<file path="config.mk">
export PLATFORM = sky130hd
export DESIGN_NAME = report_collector_c2
export DESIGN_NICKNAME = d
export VERILOG_FILES = /design/src/rtl/report_collector_c2.sv
export SDC_FILE = /design/constraint.sdc
export NUM_CORES = 1
export LEC_CHECK = 0
export ABC_AREA = 1
export ABC_CLOCK_PERIOD_IN_PS = 3550
export CORE_ASPECT_RATIO = 0.5
export CORE_MARGIN = 2
export CORE_UTILIZATION = 40
export DETAILED_ROUTE_END_ITERATION = 10
export GPL_TIMING_DRIVEN = 0
export PLACE_DENSITY = 0.66
export SETUP_SLACK_MARGIN = 0.05
export SYNTH_ARGS = -nofsm -noshare
export SYNTH_HDL_FRONTEND = slang
export SYNTH_SLANG_ARGS = --single-unit
</file>
<file path="constraint.sdc">
create_clock -name clk -period 3.55 [get_ports clk]
set_input_delay 0.5325 -clock clk [delete_from_list [all_inputs] [get_ports clk]]
set_output_delay 0.5325 -clock clk [all_outputs]
set_load 0.01 [all_outputs]
</file>
<file path="src/rtl/report_collector_c2.sv">
// Report collector, cluster 2: samples per-symbol report strobes, encodes each
// set strobe into a {stamp, id} record and queues the records in a FWFT FIFO.
module report_collector_c2 #(
    parameter int NUM_REPORTS = 40,
    parameter int ID_W        = 6,
    parameter int STAMP_W     = 16,
    parameter int FIFO_DEPTH  = 16,
    parameter int CNT_W       = 16
) (
    input  logic                     clk,
    input  logic                     reset_n,
    input  logic                     run,
    input  logic [NUM_REPORTS-1:0]   report_vec,
    input  logic                     flush,
    output logic                     rd_valid,
    input  logic                     rd_ready,
    output logic [STAMP_W+ID_W-1:0]  rd_data,
    output logic                     pending,
    output logic                     overflow,
    output logic [CNT_W-1:0]         drop_count
);
    localparam int AW    = $clog2(FIFO_DEPTH);
    localparam int REC_W = STAMP_W + ID_W;

    logic [STAMP_W-1:0]     stamp;
    logic [STAMP_W-1:0]     cap_stamp;
    logic [NUM_REPORTS-1:0] cap_vec;
    logic [NUM_REPORTS-1:0] cap_rest;
    logic [ID_W-1:0]        low_id;
    logic [REC_W-1:0]       mem [FIFO_DEPTH];
    logic [AW-1:0]          wr_ptr;
    logic [AW-1:0]          rd_ptr;
    logic [AW:0]            count;
    logic                   full, pop, push, cap_free, hit, capture, drop;

    assign pending  = |cap_vec;
    assign full     = (count == (AW+1)'(FIFO_DEPTH));
    assign rd_valid = (count != '0);
    // Head is forced to zero when empty so the port reads 0 out of reset.
    assign rd_data  = rd_valid ? mem[rd_ptr] : '0;
    assign pop      = rd_valid & rd_ready;
    // A full FIFO still takes a push when the head leaves in the same cycle.
    assign push     = pending & (~full | pop);
    // Capture register with its lowest set bit removed.
    assign cap_rest = cap_vec & (cap_vec - NUM_REPORTS'(1));
    // Free if empty, or if the final bit is leaving this cycle.
    assign cap_free = ~pending | (push & ~(|cap_rest));
    assign hit      = run & (|report_vec);
    assign capture  = hit & cap_free;
    assign drop     = hit & ~cap_free;

    // Lowest-set-bit encoder; scanning downward lets the lowest index win.
    always_comb begin
        low_id = '0;
        for (int i = NUM_REPORTS - 1; i >= 0; i--) begin
            if (cap_vec[i]) low_id = ID_W'(i);
        end
    end

    // Stamp, capture register, FIFO pointers and drop bookkeeping; flush wins.
    always_ff @(posedge clk or negedge reset_n) begin
        if (!reset_n) begin
            stamp      <= '0;
            cap_stamp  <= '0;
            cap_vec    <= '0;
            wr_ptr     <= '0;
            rd_ptr     <= '0;
            count      <= '0;
            overflow   <= 1'b0;
            drop_count <= '0;
        end else if (flush) begin
            stamp      <= '0;
            cap_stamp  <= '0;
            cap_vec    <= '0;
            wr_ptr     <= '0;
            rd_ptr     <= '0;
            count      <= '0;
            overflow   <= 1'b0;
            drop_count <= '0;
        end else begin
            if (run) stamp <= stamp + STAMP_W'(1);
            if (capture) begin
                cap_vec   <= report_vec;
                cap_stamp <= stamp;
            end else if (push) begin
                cap_vec   <= cap_rest;
            end
            if (drop) begin
                overflow <= 1'b1;
                if (~&drop_count) drop_count <= drop_count + CNT_W'(1);
            end
            if (push) wr_ptr <= wr_ptr + AW'(1);
            if (pop)  rd_ptr <= rd_ptr + AW'(1);
            case ({push, pop})
                2'b10:   count <= count + (AW+1)'(1);
                2'b01:   count <= count - (AW+1)'(1);
                default: count <= count;
            endcase
        end
    end

    // Record storage; contents need no reset since count gates visibility.
    always_ff @(posedge clk) begin
        if (push && !flush) mem[wr_ptr] <= {cap_stamp, low_id};
    end
endmodule

</file>
==> impl_metrics.yaml <==
run_status:
  status: "finished, final reports clean"
timing:
  finalClockSkew_ns: 0.01547
  worst_pin_slew_ns: 1.442
  slew_headroom_pct: 3.544
  slew_viol_final: 0
  setup_viol: 0
  clock.fmax_ghz: 0.2927
  rsz0062_at_grt: "yes"
  final-hold-violation-count: 0
  timing.final.crit_period_ns: 3.417
  fin_crit_sh_pct: 96.25
global_route:
  grt_max_degree: 63
  antenna_found_initial: 0
  grt_overflow: 0
  grt_pass1_vias: 14328
  grt_pass1_wl_mm: 88.00
  grt_use_total_pct: 22.55
synthesis:
  synth_xor_area_share_pct: 0.1776
  synth_top_family_by_area: "compound AO/OA/AOI/OAI gates"
  ys_seq_area_share_pct: 66.54
  syn_nets: 1846
  synth-compound-area-share_pct: 14.76
  synth_edf_count: 352
  ys.flop_type: "edfxtp_1"
  syn_avg_cell_area_um2: 11.02
  synth_area_um2: 19720
  ys_types: 47
  async_reset_ff_share_pct: 22.47
  synth_warnings: 0
  syn-instance-count: 1790
  synthAdderAreaFrac_pct: 0.7359
  ys_ff_latch: 454
  yosys.area_share.simple_pct: 12.98
  synth.area.mux_share_pct: 0.05710
clock_network:
  cts_buffer_depth: 3
  cts_buffers: 43
  cts_sinks: 454
  cts_root_buf: "clkbuf_16"
  htreeDepth: 2
  cts_tree: "built"
  cts.reportedPaths.clkPinSlew_ns: 0.06
  clk_latency_ns: 0.55
power:
  power_uw: 23760
  power.switching_uw: 10130
  powerDensity_nw_per_um2: 991.7
  leakage_uw: 0.009178
  combPwrFrac_pct: 47.6
  internal_power_uw: 13620
  p_sw_share_pct: 42.66
  seqPwrFrac_pct: 31.5
  vdd_ir_drop_max_v: 0.001201
  pwr-share-clk_pct: 20.9
routing:
  avgRoutedWirePerCell_um: 22.14
  drt_wl_total_mm: 58.44
  first_pass_iters: 5
  drtIter0Drc: 1792
  viasPerCell: 5.700
  postRouteAntennaNets: 0
  drc: 0
  vias: 15047
layout:
  areaGrowthSynthToFinish_pct: 21.48
  antennaDiodeCount: 0
  final_common_cell: "edfxtp_1"
  fill_cells: 4238
  drive_gt1_share_pct: 15.37
  fin_area_um2: 23960
  final_util_pct: 49.33
  nets: 2013
  final_cell_mix: "edfxtp_1, o21ai_0, nor2_1"
die:
  die_w_um: 318.0
  die_area_um2: 51200
  initial_utilization_pct: 40.61
  fp.coreArea_um2: 48570
  die_h_um: 161.0
  rows: 57
  io_pins: 86
worst_setup_path:
  crit_fanout: 10
  critPathCaptureType: "output pin"
  path_class: "reg -> out"
  crit_path_start_kind: "flip-flop"
  cp.arrival_ns: 2.88
  path_cells: "clkbuf_1 -> o221ai_1 -> nand3_1 -> a21oi_2 -> dlygate4sd2_1"
  worstPathRequired_ns: 3.02
  slowest_stage: "dfrtp_1"
  r2r_setup_slack_ns: 0.26
  critPathMaxStageDelay_ns: 0.69
  crit_family: "buffers and inverters"
  crit_buf_inv: 2
placed_design:
  place_congestion: 0.9043
  dpl-instance-area_um2: 21850
  port_buffers: 84
  dp_hpwl_mm: 39.34
min_path:
  min_path_type: "in -> reg"
run:
  cap_viol_max_count: 0
[state kept, by name, summed over array words and instances, names as in the netlist]
name and flops:
cap_stamp 16, cap_vec 40, count 5, drop_count 16, mem 352, overflow 1, rd_ptr 4, stamp 16
wr_ptr 4
[per-stage QoR]
stage	hold slack, ns	setup WS, ns	cells	TNS [ns]
6_report	0.3097	0.1331	2640	0
4_1_cts	0.2946	0.02861	2634	0
2_1_floorplan	0.2369	-0.2193	1790	-38.59
3_3_place_gp	0.4520	-2.514	2523	-833.53
5_1_grt	0.3025	0.02761	2640	0
3_5_place_dp	0.4778	-0.4193	2553	-26.04
[synth_stat cells, types with 11 or more instances]
cell type  number  share of area (%)
a21oi_1        66                1.7
inv_1         114                2.2
nand3_1        62                1.6
o21ai_0       315                8.0
nor3_1         29               0.74
dfrtp_1       102                 13
inv_2          22               0.42
o221ai_1       60                2.7
nand2_1       129                2.5
o21ai_1        26               0.66
o22ai_1        30               0.95
nor2_2         11               0.35
nor2_1        273                5.2
edfxtp_1      352                 54
clkbuf_1       77                1.5
nand4_1        17               0.54
[logic make-up (layout without fill, tap and decap cells)]
| family | Yosys count | count (layout) |
|---|---|---|
| AOI/OAI and AO/OA | 518 | 518 |
| xor gates and xnor gates | 4 | 4 |
| adders and majority gates | 11 | 11 |
| buffers and inverters | 236 | 437 |
| DFF | 454 | 454 |
| muxes | 1 | 1 |
| and+or+nand+nor | 566 | 566 |
[layer usage]
metal	up-vias	GRT usage, %	wire length (µm)
li1	6783	-	-
met3	98	4.276	5805
met5	-	0	0
met2	817	36.86	27180
met4	0	5.299	1182
met1	7349	31.42	24280
[area by class of cell]
class / instances / area [µm²] / share of cell area, %
Sequential cell: 454 / 13130 / 54.79
Multi-Input combinational cell: 1100 / 6077 / 25.37
Timing Repair Buffer: 123 / 1282 / 5.353
Clock buffer: 52 / 1172 / 4.894
Tap cell: 649 / 812.0 / 3.390
Buffer: 95 / 625.6 / 2.611
Inverter: 140 / 538.0 / 2.246
Clock inverter: 27 / 324.1 / 1.353
[worst paths after layout]
kind / from / cells after the start / end
hold / removal: flush / 2 / stamp[1]
hold reg to reg: drop_count[14] / 1 / drop_count[14]
setup reg to reg: cap_vec[12] / 17 / cap_vec[39]
min in group asynchronous: reset_n / 2 / cap_vec[19]
setup / recovery: rd_ptr[2] / 5 / rd_data[5]
max in group asynchronous: reset_n / 3 / rd_ptr[0]
[worst reg2reg max path, cell delays in order (launching register included)]
cell and delay, ns:
dfrtp_1 0.41, nor2_2 0.17, inv_1 0.09, nor2_2 0.17
nand2_1 0.14, nor2_4 0.17, inv_2 0.10, o31ai_1 0.29
nand4_1 0.15, nor3b_1 0.32, nand3_2 0.18, nand2_4 0.12
nand2_8 0.09, inv_8 0.12, nor2_4 0.07, nand2_4 0.12
buf_8 0.15, mux2_1 0.32
[timing repair]
action / CTS / global route
pin swaps: 22 / 7
buffers inserted: 2 / 6
hold buffers: 1 / 0
gates resized for setup: 160 / 30
endpoints found under the hold margin: 12 / 0
endpoints found under the setup margin: 169 / 215
[power groups by stage]
stage	Sequential, µW	Combinational [µW]	Clock (µW)
2_1_floorplan	7570	6270	0
3_3_place_gp	7430	9540	0
3_5_place_dp	7560	10200	0
4_1_cts	7490	10600	4980
5_1_grt	7520	12200	5200
6_report	7490	11300	4950
Note: power is estimated with default switching activity, not from simulation.
